### src/rtl/a2d_spi_intf_pkg.sv
// Shared types and constants for the A2D SPI interface: top FSM state
// encoding, SCLK divider compare points and SPI frame length.
package a2d_pkg;

  typedef enum logic [1:0] {
    IDLE   = 2'd0,
    FRAME1 = 2'd1,
    GAP    = 2'd2,
    FRAME2 = 2'd3
  } a2d_state_t;

  // Divider value on the clock before SCLK rises (MISO sample point).
  localparam logic [4:0] RISE_CNT = 5'b01111;
  // Divider value on the clock before SCLK falls (shift point).
  localparam logic [4:0] FALL_CNT = 5'b11111;
  // Divider preload on wrt: 8 counts to the first fall gives the front porch.
  localparam logic [4:0] LOAD_CNT = 5'b10111;

  localparam int FRAME_BITS = 16;

  // ADC128S command word: two don't-care bits, channel address, padding.
  function automatic logic [15:0] build_cmd(input logic [2:0] ch, input logic [10:0] pad);
    return {2'b00, ch, pad};
  endfunction

endpackage

### src/rtl/a2d_spi_intf_if.sv
// Bundle of the conversion request/result signals and the SPI pins.
// The master modport is the converter side, the slave modport is the
// requester plus ADC side.
interface a2d_spi_intf_if;

  logic        start_conv;
  logic [2:0]  chnnl;
  logic        cnv_cmplt;
  logic [11:0] A2D_res;
  logic        SS_n;
  logic        SCLK;
  logic        MOSI;
  logic        MISO;

  modport master (
    input  start_conv,
    input  chnnl,
    input  MISO,
    output cnv_cmplt,
    output A2D_res,
    output SS_n,
    output SCLK,
    output MOSI
  );

  modport slave (
    output start_conv,
    output chnnl,
    output MISO,
    input  cnv_cmplt,
    input  A2D_res,
    input  SS_n,
    input  SCLK,
    input  MOSI
  );

endinterface

### src/rtl/a2d_spi_intf_spi_mstr16.sv
// 16-bit SPI master, mode 3 (SCLK idles high, MISO sampled on rising edge,
// data shifted on falling edge). A wrt pulse starts one frame; done pulses
// combinationally on the clock whose edge performs the 16th shift, with
// rd_data already presenting the post-shift word.
module spi_mstr16
  import a2d_pkg::*;
#(
  parameter int SCLK_DIV_W = 5
) (
  input  logic        clk,
  input  logic        rst_n,
  input  logic        wrt,
  input  logic [15:0] cmd,
  input  logic        MISO,
  output logic        done,
  output logic [15:0] rd_data,
  output logic        SS_n,
  output logic        SCLK,
  output logic        MOSI
);

  // Compare points are defined for the default 5-bit divider.
  localparam logic [SCLK_DIV_W-1:0] L_RISE = SCLK_DIV_W'(RISE_CNT);
  localparam logic [SCLK_DIV_W-1:0] L_FALL = SCLK_DIV_W'(FALL_CNT);
  localparam logic [SCLK_DIV_W-1:0] L_LOAD = SCLK_DIV_W'(LOAD_CNT);
  localparam logic [SCLK_DIV_W-1:0] L_ONE  = SCLK_DIV_W'(1);
  localparam logic [4:0]            L_LAST = 5'(FRAME_BITS - 1);

  logic                  r_ss_n;
  logic [SCLK_DIV_W-1:0] r_div;
  logic [15:0]           r_shift;
  logic [4:0]            r_bit_cnt;
  logic                  r_miso;
  logic                  r_porch_done;

  logic w_rise;
  logic w_fall;
  logic w_shift;

  assign w_rise  = !r_ss_n && (r_div == L_RISE);
  assign w_fall  = !r_ss_n && (r_div == L_FALL);
  // The first fall of a frame is the front porch and moves no data.
  assign w_shift = w_fall && r_porch_done;

  // Frame engine: divider, front-porch flag, shift register, bit count, SS_n.
  always_ff @(posedge clk or negedge rst_n) begin
    if (!rst_n) begin
      r_ss_n       <= 1'b1;
      r_div        <= '0;
      r_shift      <= 16'h0000;
      r_bit_cnt    <= 5'd0;
      r_porch_done <= 1'b0;
    end else if (wrt) begin
      r_ss_n       <= 1'b0;
      r_div        <= L_LOAD;
      r_shift      <= cmd;
      r_bit_cnt    <= 5'd0;
      r_porch_done <= 1'b0;
    end else if (!r_ss_n) begin
      r_div <= r_div + L_ONE;
      if (w_fall && !r_porch_done) begin
        r_porch_done <= 1'b1;
      end else if (w_shift) begin
        r_shift   <= {r_shift[14:0], r_miso};
        r_bit_cnt <= r_bit_cnt + 5'd1;
        if (r_bit_cnt == L_LAST) begin
          r_ss_n <= 1'b1;
        end
      end
    end
  end

  // MISO holding flop, loaded at the SCLK rising point.
  always_ff @(posedge clk or negedge rst_n) begin
    if (!rst_n) begin
      r_miso <= 1'b0;
    end else if (w_rise) begin
      r_miso <= MISO;
    end
  end

  assign done    = w_shift && (r_bit_cnt == L_LAST);
  assign rd_data = {r_shift[14:0], r_miso};
  assign SS_n    = r_ss_n;
  assign SCLK    = r_ss_n | r_div[SCLK_DIV_W-1];
  assign MOSI    = r_shift[15];

endmodule

### src/rtl/a2d_spi_intf.sv
// A2D SPI interface top: each accepted start_conv runs two 16-bit SPI
// frames carrying the same channel command, separated by a one-clock SS_n
// high gap; the second frame's low 12 bits become A2D_res and set the
// sticky cnv_cmplt flag.
module a2d_spi_intf
  import a2d_pkg::*;
#(
  parameter int          SCLK_DIV_W = 5,
  parameter logic [10:0] CMD_PAD    = 11'h000
) (
  input  logic           clk,
  input  logic           rst_n,
  a2d_spi_intf_if.master bus
);

  a2d_state_t  r_state;
  a2d_state_t  w_next_state;
  logic [2:0]  r_chnnl;
  logic [11:0] r_a2d_res;
  logic        r_cnv_cmplt;

  logic        w_wrt;
  logic [15:0] w_cmd;
  logic        w_accept;
  logic        w_finish;
  logic        w_done;
  logic [15:0] w_rd_data;
  logic        w_unused_hi;

  // State register.
  always_ff @(posedge clk or negedge rst_n) begin
    if (!rst_n) begin
      r_state <= IDLE;
    end else begin
      r_state <= w_next_state;
    end
  end

  // Next-state logic; start_conv is only looked at in IDLE.
  always_comb begin
    w_next_state = r_state;
    case (r_state)
      IDLE: begin
        if (bus.start_conv) begin
          w_next_state = FRAME1;
        end else begin
          w_next_state = IDLE;
        end
      end
      FRAME1: begin
        if (w_done) begin
          w_next_state = GAP;
        end else begin
          w_next_state = FRAME1;
        end
      end
      GAP: begin
        w_next_state = FRAME2;
      end
      FRAME2: begin
        if (w_done) begin
          w_next_state = IDLE;
        end else begin
          w_next_state = FRAME2;
        end
      end
      default: begin
        w_next_state = IDLE;
      end
    endcase
  end

  // FSM outputs: frame launch, command select, accept and finish strobes.
  // In IDLE the command is built from the live chnnl because the latch
  // only captures it on this same edge.
  always_comb begin
    w_wrt    = 1'b0;
    w_cmd    = build_cmd(r_chnnl, CMD_PAD);
    w_accept = 1'b0;
    w_finish = 1'b0;
    case (r_state)
      IDLE: begin
        if (bus.start_conv) begin
          w_wrt    = 1'b1;
          w_cmd    = build_cmd(bus.chnnl, CMD_PAD);
          w_accept = 1'b1;
        end else begin
          w_wrt    = 1'b0;
          w_accept = 1'b0;
        end
      end
      GAP: begin
        w_wrt = 1'b1;
      end
      FRAME2: begin
        w_finish = w_done;
      end
      default: begin
        w_wrt    = 1'b0;
        w_finish = 1'b0;
      end
    endcase
  end

  // Channel latch so mid-conversion chnnl changes cannot alter frame 2.
  always_ff @(posedge clk or negedge rst_n) begin
    if (!rst_n) begin
      r_chnnl <= 3'd0;
    end else if (w_accept) begin
      r_chnnl <= bus.chnnl;
    end
  end

  // Result and sticky completion flag.
  always_ff @(posedge clk or negedge rst_n) begin
    if (!rst_n) begin
      r_a2d_res   <= 12'h000;
      r_cnv_cmplt <= 1'b0;
    end else if (w_finish) begin
      r_a2d_res   <= w_rd_data[11:0];
      r_cnv_cmplt <= 1'b1;
    end else if (w_accept) begin
      r_cnv_cmplt <= 1'b0;
    end
  end

  // The ADC's upper four bits carry no data.
  assign w_unused_hi = ^w_rd_data[15:12];

  spi_mstr16 #(
    .SCLK_DIV_W(SCLK_DIV_W)
  ) u_spi (
    .clk     (clk),
    .rst_n   (rst_n),
    .wrt     (w_wrt),
    .cmd     (w_cmd),
    .MISO    (bus.MISO),
    .done    (w_done),
    .rd_data (w_rd_data),
    .SS_n    (bus.SS_n),
    .SCLK    (bus.SCLK),
    .MOSI    (bus.MOSI)
  );

  assign bus.cnv_cmplt = r_cnv_cmplt;
  assign bus.A2D_res   = r_a2d_res;

endmodule

### src/flat_wrapper.sv
// flat-port wrapper written by rule: the top's interface ports become plain ports
module a2d_spi_intf_flat import a2d_pkg::*;
#(
  parameter int          SCLK_DIV_W = 5,
  parameter logic [10:0] CMD_PAD    = 11'h000
)
  (clk, rst_n, bus_start_conv, bus_chnnl, bus_MISO, bus_cnv_cmplt, bus_A2D_res, bus_SS_n, bus_SCLK, bus_MOSI);
  a2d_spi_intf_if bus_i ();
  input  logic clk;
  input  logic rst_n;
  input wire logic [$bits(bus_i.start_conv)-1:0] bus_start_conv;
  input wire logic [$bits(bus_i.chnnl)-1:0] bus_chnnl;
  input wire logic [$bits(bus_i.MISO)-1:0] bus_MISO;
  output wire logic [$bits(bus_i.cnv_cmplt)-1:0] bus_cnv_cmplt;
  output wire logic [$bits(bus_i.A2D_res)-1:0] bus_A2D_res;
  output wire logic [$bits(bus_i.SS_n)-1:0] bus_SS_n;
  output wire logic [$bits(bus_i.SCLK)-1:0] bus_SCLK;
  output wire logic [$bits(bus_i.MOSI)-1:0] bus_MOSI;
  assign bus_i.start_conv = bus_start_conv;
  assign bus_i.chnnl = bus_chnnl;
  assign bus_i.MISO = bus_MISO;
  assign bus_cnv_cmplt = bus_i.cnv_cmplt;
  assign bus_A2D_res = bus_i.A2D_res;
  assign bus_SS_n = bus_i.SS_n;
  assign bus_SCLK = bus_i.SCLK;
  assign bus_MOSI = bus_i.MOSI;
  a2d_spi_intf #(.SCLK_DIV_W(SCLK_DIV_W), .CMD_PAD(CMD_PAD)) u_core (.clk(clk), .rst_n(rst_n), .bus(bus_i));
endmodule
### config.mk
export PLATFORM = sky130hd
export DESIGN_NAME = a2d_spi_intf_flat
export DESIGN_NICKNAME = d
export VERILOG_FILES = /design/src/rtl/a2d_spi_intf_pkg.sv /design/src/rtl/a2d_spi_intf_if.sv /design/src/rtl/a2d_spi_intf_spi_mstr16.sv /design/src/rtl/a2d_spi_intf.sv /design/src/flat_wrapper.sv
export SDC_FILE = /design/constraint.sdc
export NUM_CORES = 1
export LEC_CHECK = 0
export ABC_AREA = 1
export ABC_CLOCK_PERIOD_IN_PS = 2330
export CORE_MARGIN = 5
export CORE_UTILIZATION = 50
export CTS_BUF_LIST = sky130_fd_sc_hd__clkbuf_16
export DETAILED_ROUTE_END_ITERATION = 7
export PLACE_DENSITY_LB_ADDON = 0.08
export SLEW_MARGIN = 20
export SYNTH_ARGS = -nofsm -noshare
export SYNTH_HDL_FRONTEND = slang
export SYNTH_SLANG_ARGS = --single-unit
### constraint.sdc
create_clock -name clk -period 2.33 [get_ports clk]
set_input_delay 0.233 -clock clk [delete_from_list [all_inputs] [get_ports clk]]
set_output_delay 0.233 -clock clk [all_outputs]
set_load 0.005 [all_outputs]
# Word-level counts from Yosys, hierarchy flattened
# Cells that the tools add are included.
# word_totals
in_bits	7
wordCells	64
n_memories	0
ramBits	0
rom_bits	0
latchBits	0
out_inout_bits	16
ff_bits	47
# op_classes
order_cmp	0
n_addsub	2
eq_ne	8
n_mux	30
shift	0
bitwise_logic	1
div_mod_pow	0
n_reduce_logical	13
multipliers	0
# ops
operator	n
$mux 16	5
$mux 5	6
$mux 1	14
$mux 14	1
$add 5x1->5 const B	2
$eq 5x4->1 const B	2
$pmux 2 s4	1
$reduce_bool 2->1	3
$eq 5x5->1 const B	1
$logic_and 1x1->1	5
$eq 2x2->1 const B	2
$mux 2	2
$ne 2x2->1 const B	2
$reduce_and 3->1	1
$eq 2x1->1 const B	1
$logic_not 1->1	2
$logic_not 2->1	1
$pmux 1 s2	1
$reduce_and 2->1	1
$or 1x1->1	1

# Depth between registers and ports, before layout
# Gate-level depths: netlist (run 1).
# depth
ltp_word	7
ltp_mapped	10

# By module
# Synthesis (run 1) repeated with hierarchy kept, for this count alone.
# hier_totals
cells_unflattened	256
hier_area_um2	2229.6
# modules_own_cells
module	cells_each	n_inst	area_each_um2
spi_mstr16	170	1	1475.2
a2d_spi_intf	86	1	754.5

# Worst setup path before layout (run 1)
# Ideal clock, no wire load.
# synth_timing
path_type	register -> register
start	register u_core.u_spi.r_div[0]
end	register u_core.r_a2d_res[10] (netlist: u_core.bus.A2D_res[10])
period_less_slack_ps	1575
t_required_ps	2214
n_path_buf	1
path_slack_ps	755
stages_incl_launch_ff	11
arrival_time_ps	1458
setup_ps	116
cell_sequence	dfrtp_1 -> ha_1 -> nand2_1 -> nor2_1 -> ha_1 -> nand4_4 -> inv_2 -> nand2_2 -> buf_4 -> nand2_1 -> nand2_1
# synth_between
elab_chain_len	5
# synth_rtl
item	line_no	text
start, declared	a2d_spi_intf_spi_mstr16.sv:30	logic [SCLK_DIV_W-1:0] r_div;
start signal, assigned	a2d_spi_intf_spi_mstr16.sv:60	r_div <= r_div + L_ONE;
$eq 5x5->1	a2d_spi_intf_spi_mstr16.sv:41	assign w_fall = !r_ss_n && (r_div == L_FALL);
$logic_and 1x1->1	a2d_spi_intf_spi_mstr16.sv:41	
$logic_and 1x1->1	a2d_spi_intf_spi_mstr16.sv:43	assign w_shift = w_fall && r_porch_done;
$logic_and 1x1->1	a2d_spi_intf_spi_mstr16.sv:82	assign done = w_shift && (r_bit_cnt == L_LAST);
$mux 1	a2d_spi_intf.sv:81	case (r_state)
end signal, assigned	a2d_spi_intf.sv:120	r_a2d_res <= w_rd_data[11:0];
end, declared	a2d_spi_intf.sv:19	logic [11:0] r_a2d_res;
# No other way between the ends.
# A chain may end at the register's enable or synchronous reset.

# Final worst setup path (run 1)
# layout_timing
start	register u_core.u_spi.r_div[0]
end	register u_core.r_a2d_res[11] (netlist: u_core.bus.A2D_res[11])
# The elaborated chain is that of the path after synthesis.

==> impl_metrics.json, run 1 <==
{
  "syn_area_mm2": 0.00212,
  "syn_to_final_growth_pct": 19.6,
  "fmax_mhz": 546,
  "path_class": "flip-flop to flip-flop",
  "finalWorstSetupSlack_ns": 0.497,
  "htreeDepth": 2,
  "die_x_um": 75.1,
  "ctsLongestPathBuffers": 2,
  "vias": 1553,
  "worst_hold_startpoint": "u_core.bus.A2D_res[3]$_DFFE_PN0P_",
  "ys_warn_count": 0,
  "cp-startpoint": "u_core.u_spi.r_div[0]$_DFFE_PN0P_",
  "endpoint_kind": "flip-flop",
  "num_io_pins": 23,
  "fin_skew_ns": 0.00324,
  "yosysUniqueCellTypes": 24,
  "cp.arrival_ns": 2.06,
  "final-setup-viol-count": 0,
  "outcome": "finished, final reports clean",
  "p_leak_nw": 1.32,
  "synthSimpleGateAreaFrac": 0.300,
  "met3_usage": 0.0414,
  "overflow": 0,
  "tns_ns": 0,
  "wl_per_cell_um": 12.4,
  "fin_crit_ns": 1.83,
  "start_kind": "flip-flop",
  "grt_busiest_layer": "met2",
  "critical_path_required_ns": 2.56,
  "synthMuxAreaShare": 0,
  "path_cells": "ha_1, nand2_1, nor2_1, ha_1, nand4_4, nor2_2, nand2_1, nand2_1",
  "viasPerCell": 4.90,
  "min_path_type": "flip-flop to flip-flop",
  "maxSlewHeadroom": 0.606,
  "cts_root_buf": "clkbuf_16",
  "clkLatencyLatePin_ns": 0.28,
  "grt_usage": 0.164,
  "cts_inserted_buffers": 5,
  "cts_tree": "done",
  "synth_top_family_by_area": "simple AND/OR/NAND/NOR gates",
  "cp_slowest_stage_delay_ns": 0.41,
  "rsz0062_at_grt": "no",
  "final_util": 0.625,
  "multiInputGateArea_um2": 787,
  "syn_avg_cell_area_um2": 8.83,
  "first_pass_iters": 4,
  "core_mm2": 0.00406,
  "layout-drive-gt1-share": 0.0824,
  "syn_inst": 240,
  "port_buffers": 22,
  "synth_fa_ha_area_frac": 0.0295,
  "grtUsageMet1": 0.210,
  "row_count": 23,
  "drtIter0Drc": 99,
  "seq_area_frac_synth": 0.555,
  "cts_sinks": 47,
  "timing.rr.start": "u_core.u_spi.r_div[0]$_DFFE_PN0P_",
  "path_clk_slew_ns": 0.06,
  "dpl_cell_area_mm2": 0.00236,
  "layout.nets": 278,
  "p_per_area_mw_per_mm2": 841,
  "slew_violations": 0,
  "start_util": 0.522,
  "worstMarginPinSlew_ns": 0.591,
  "crit_top_cell": "nand2_1",
  "route.detailed.drc": 0,
  "ir_drop_mv": 0.506,
  "pre_cts_slack_ns": 0.461,
  "area.sequential_mm2": 0.00118,
  "antenna_left": 0,
  "synth_xor_area_frac": 0.00413,
  "synth-seq-cells": 47,
  "use_met2": 0.268,
  "cp_slowest_cell": "nor2_2",
  "critPathMaxFanout": 12,
  "grt_antenna_before_repair": 0,
  "grt_pass1_vias": 1529,
  "hpwl_mm": 2.74,
  "dieArea_mm2": 0.00564,
  "grt_pass1_wl_mm": 6.95,
  "synth_compound_area_frac": 0.0378,
  "finalInstanceArea_mm2": 0.00253,
  "finalHoldViolCount": 0,
  "fillers": 339,
  "cap_violations": 0,
  "diodes": 0,
  "synth_nets": 252,
  "die_h_um": 75.1,
  "gp_congestion": 0.798,
  "fin_crit_sh": 0.787,
  "grt_max_degree": 26,
  "totalWireLength_mm": 3.92,
  "post_cts_resized": 0
}
==> timing repair <==
item                                   4_1_cts  5_1_grt
endpoints found under the hold margin       23        0
setup buffers                                0        0
hold buffers                                 1        0
==> stage by stage <==
step	total power, mW	hold slack [ns]	cells
floorplan	1.25	-0.0626	240
global placement	1.35	0.258	308
detailed placement	1.36	0.275	308
CTS	2.16	0.474	317
global route	2.27	0.490	317
finish	2.13	0.467	317
==> sequential cells by signal, summed over array words and instances, names as in the netlist <==
| name | cells |
|---|---|
| u_core.r_chnnl | 3 |
| u_core.u_spi.SS_n | 1 |
| u_core.bus.A2D_res | 12 |
| u_core.r_state | 2 |
| u_core.bus.cnv_cmplt | 1 |
| u_core.u_spi.r_porch_done | 1 |
| u_core.u_spi.r_bit_cnt | 5 |
| u_core.u_spi.r_shift | 16 |
| u_core.u_spi.r_miso | 1 |
| u_core.u_spi.r_div | 5 |
==> final timing paths <==
| kind | endpoint | slack, ns | cells past startpoint |
|---|---|---|---|
| min in group asynchronous | u_core.r_chnnl[0]$_DFFE_PN0P_ | 0.48 | 2 |
| min reg2reg | u_core.bus.A2D_res[3]$_DFFE_PN0P_ | 0.47 | 2 |
| min | u_core.bus.A2D_res[3]$_DFFE_PN0P_ | 0.47 | 2 |
| max in group asynchronous | u_core.u_spi.r_bit_cnt[1]$_DFFE_PN0P_ | 1.32 | 3 |
| max reg2reg | u_core.bus.A2D_res[11]$_DFFE_PN0P_ | 0.50 | 8 |
| max | u_core.bus.A2D_res[11]$_DFFE_PN0P_ | 0.50 | 8 |
==> synthesized netlist by cell type <==
cell type / instances / share of area
a21oi_1: 5 / 0.012
a31oi_1: 1 / 0.0030
and2_1: 3 / 0.0089
buf_4: 3 / 0.011
buf_6: 3 / 0.016
buf_8: 1 / 0.0071
dfrtp_1: 46 / 0.54
dfstp_2: 1 / 0.012
ha_1: 5 / 0.030
inv_1: 17 / 0.030
inv_2: 2 / 0.0035
inv_4: 2 / 0.0059
nand2_1: 89 / 0.16
nand2_2: 1 / 0.0030
nand2_4: 1 / 0.0053
nand3_1: 33 / 0.078
nand3_4: 1 / 0.0083
nand4_1: 1 / 0.0030
nand4_4: 1 / 0.010
nor2_1: 13 / 0.023
nor2_2: 1 / 0.0030
o21ai_0: 8 / 0.019
o21ai_2: 1 / 0.0041
xor2_1: 1 / 0.0041
==> cells in the final DEF, fill, tap and decap left out, drive strengths merged <==
cell type | netlist | layout
and2 | 3 | 3
dfrtp | 46 | 46
nand4 | 2 | 2
nand2 | 91 | 91
a31oi | 1 | 1
xor2 | 1 | 1
inv | 21 | 21
ha | 5 | 5
bufinv | 0 | 1
clkdlybuf4s50 | 0 | 21
o21ai | 9 | 9
a21oi | 5 | 5
buf | 7 | 4
dlygate4sd3 | 0 | 1
clkbuf | 0 | 5
nor2 | 14 | 14
nand3 | 34 | 34
clkinv | 0 | 2
dfstp | 1 | 1
==> worst max-delay path, delay by kind of cell, from the launching register on <==
family | cells | cell delay [ns]
and+or+nand+nor | 6 | 0.95
DFF | 1 | 0.37
adders and majority gates | 2 | 0.47
==> layer usage <==
| metal | part of all wire | vias up | wire (um) |
|---|---|---|---|
| met2 | 0.46 | 25 | 1790 |
| met4 | 0.018 | 0 | 70 |
| met5 | 0 | - | 0 |
| li1 | - | 815 | - |
| met3 | 0.042 | 6 | 165 |
| met1 | 0.48 | 707 | 1890 |
==> power breakdown <==
group	internal (mW)	switching, mW
sequential	0.950	0.108
clock	0.500	0.290
combinational	0.129	0.153
total	1.58	0.552
==> logic make-up (layout without fill, tap and decap cells) <==
family          after synthesis  count (layout)
buf+inv                      28              55
flops                        47              47
xor+xnor                      1               1
compound gates               15              15
simple gates                144             144
fa+ha+maj                     5               5
==> area by class of cell <==
class,instances,share of cell area
Clock inverter,3,0.0153
Tap cell,50,0.0247
Multi-Input combinational cell,165,0.310
Sequential cell,47,0.464
Timing Repair Buffer,26,0.103
Inverter,21,0.0331
Clock buffer,5,0.0494
No activity file was read; power rests on OpenSTA's default activity.
==> run 2: changes to the inputs <==
--- a/config.mk
+++ b/config.mk
@@ -6,7 +6,7 @@
 export NUM_CORES = 1
 export LEC_CHECK = 0
 export ABC_AREA = 1
-export ABC_CLOCK_PERIOD_IN_PS = 2330
+export ABC_CLOCK_PERIOD_IN_PS = 1900
 export CORE_MARGIN = 5
 export CORE_UTILIZATION = 50
 export CTS_BUF_LIST = sky130_fd_sc_hd__clkbuf_16
==> constraint.sdc (replaced) <==
create_clock -name clk -period 1.9 [get_ports clk]
set_input_delay 0.19 -clock clk [delete_from_list [all_inputs] [get_ports clk]]
set_output_delay 0.19 -clock clk [all_outputs]
set_load 0.005 [all_outputs]
==> impl_metrics.json, run 2 (synthesis gave the netlist of run 1 again) <==
{
  "fmax_mhz": 575,
  "min_path_type": "primary input to asynchronous set/reset pin",
  "layout.nets": 280,
  "die_x_um": 75.1,
  "cp.arrival_ns": 1.55,
  "layout-drive-gt1-share": 0.0967,
  "cap_violations": 0,
  "wl_per_cell_um": 12.2,
  "worstMarginPinSlew_ns": 0.584,
  "cts_inserted_buffers": 5,
  "die_h_um": 75.1,
  "p_per_area_mw_per_mm2": 1030,
  "critical_path_required_ns": 1.71,
  "totalWireLength_mm": 3.90,
  "final-setup-viol-count": 0,
  "antenna_left": 0,
  "cp_slowest_cell": "dfstp_2",
  "place_inst": 310,
  "path_class": "flip-flop to output pin",
  "crit_family": "flip-flops",
  "maxSlewHeadroom": 0.611,
  "fin_skew_ns": 0.00554,
  "ctsLongestPathBuffers": 2,
  "row_count": 23,
  "regMostFlops": "u_core.u_spi.r_shift",
  "grt_pass1_vias": 1409,
  "endpoint_kind": "output pin",
  "timing.rr.start": "u_core.u_spi.r_div[0]$_DFFE_PN0P_",
  "rsz0062_at_grt": "no",
  "htreeDepth": 2,
  "cp-startpoint": "u_core.u_spi.SS_n$_DFF_PN1_",
  "fin_crit_ns": 1.74,
  "outcome": "finished, final reports clean",
  "start_util": 0.522,
  "cp_slowest_stage_delay_ns": 0.61,
  "grt_pass1_wl_mm": 6.69,
  "largest_reg_flops": 16,
  "path_clk_slew_ns": 0.07,
  "first_pass_iters": 4,
  "syn_to_final_growth_pct": 20.9,
  "p_leak_nw": 1.33,
  "gp_congestion": 0.754,
  "port_buffers": 22,
  "dieArea_mm2": 0.00564,
  "tns_ns": 0,
  "clkLatencyLatePin_ns": 0.28,
  "grt_antenna_before_repair": 0,
  "final_cell_mix": "nand2_1, dfrtp_1, nand3_1",
  "core_mm2": 0.00406,
  "hpwl_mm": 2.67,
  "start_kind": "flip-flop",
  "finalHoldViolCount": 0,
  "num_io_pins": 23,
  "viasPerCell": 4.98,
  "critPathMaxFanout": 10,
  "cts_root_buf": "clkbuf_16",
  "vias": 1588,
  "cts_sinks": 47,
  "cts_tree": "done",
  "slew_violations": 0,
  "instances_no_fill": 319,
  "grt_usage": 0.160,
  "fin_crit_sh": 0.915,
  "overflow": 0,
  "ir_drop_mv": 0.597,
  "path_cells": "inv_4, nand2_1, clkdlybuf4s50_1",
  "path_buf_inv": 2,
  "grt_max_degree": 26,
  "final_common_cell": "nand2_1",
  "diodes": 0,
  "drtIter0Drc": 70,
  "route.detailed.drc": 0
}
==> run 2: cell types whose count changed in the layout (fill, tap and decap cells not counted), sizes merged <==
cell  previous run  this run
buf              4         6
==> run 2: worst paths after layout <==
check / end / slack (ns) / cells after the start
max reg2reg: u_core.u_spi.r_bit_cnt[2]$_DFFE_PN0P_ / 0.21 / 8
max in group asynchronous: u_core.u_spi.r_div[4]$_DFFE_PN0P_ / 0.93 / 3
min: u_core.bus.A2D_res[6]$_DFFE_PN0P_ / 0.45 / 2
max: bus_SCLK / 0.16 / 3
min reg2reg: u_core.bus.A2D_res[2]$_DFFE_PN0P_ / 0.47 / 2
min in group clk: u_core.u_spi.r_miso$_DFFE_PN0P_ / 0.45 / 3
==> run 2: final cells by class <==
class	instances	area, um^2
Tap cell	50	62.6
Timing Repair Buffer	28	275
Multi-Input combinational cell	165	790
Fill cell	354	1500
Inverter	21	85.1
Sequential cell	47	1180
Clock inverter	3	47.5
Clock buffer	5	125
==> run 2: metal layers <==
layer,track usage,wire length (um)
met1,0.221,1900
met2,0.244,1780
met3,0.0454,172
met4,0.0534,48
met5,0,0
==> run 2: power by group <==
group,internal [mW],total (mW),switching (mW)
logic,0.159,0.345,0.186
clock network,0.627,0.998,0.371
registers,1.16,1.31,0.141
total,1.95,2.65,0.698
==> run 2: per-stage QoR <==
stage                     instance area, um^2   util  total power [mW]  worst slack [ns]  hold WS [ns]
after global routing                     2560  0.632              2.82            0.0403         0.453
final                                    2560  0.632              2.65             0.161         0.451
after global placement                   2380  0.586              1.66             0.210         0.226
after detailed placement                 2380  0.586              1.66             0.136         0.222
after CTS                                2560  0.631              2.68             0.108         0.448
after floorplan                          2120      -              1.53             0.325        -0.106
==> run 2: what timing repair did <==
| action | in CTS | in global routing |
|---|---|---|
| resized for setup | 0 | 2 |
| setup endpoints to repair | 0 | 10 |
| hold buffers | 1 | 0 |
| hold endpoints to repair | 23 | 0 |
| setup buffers | 0 | 0 |
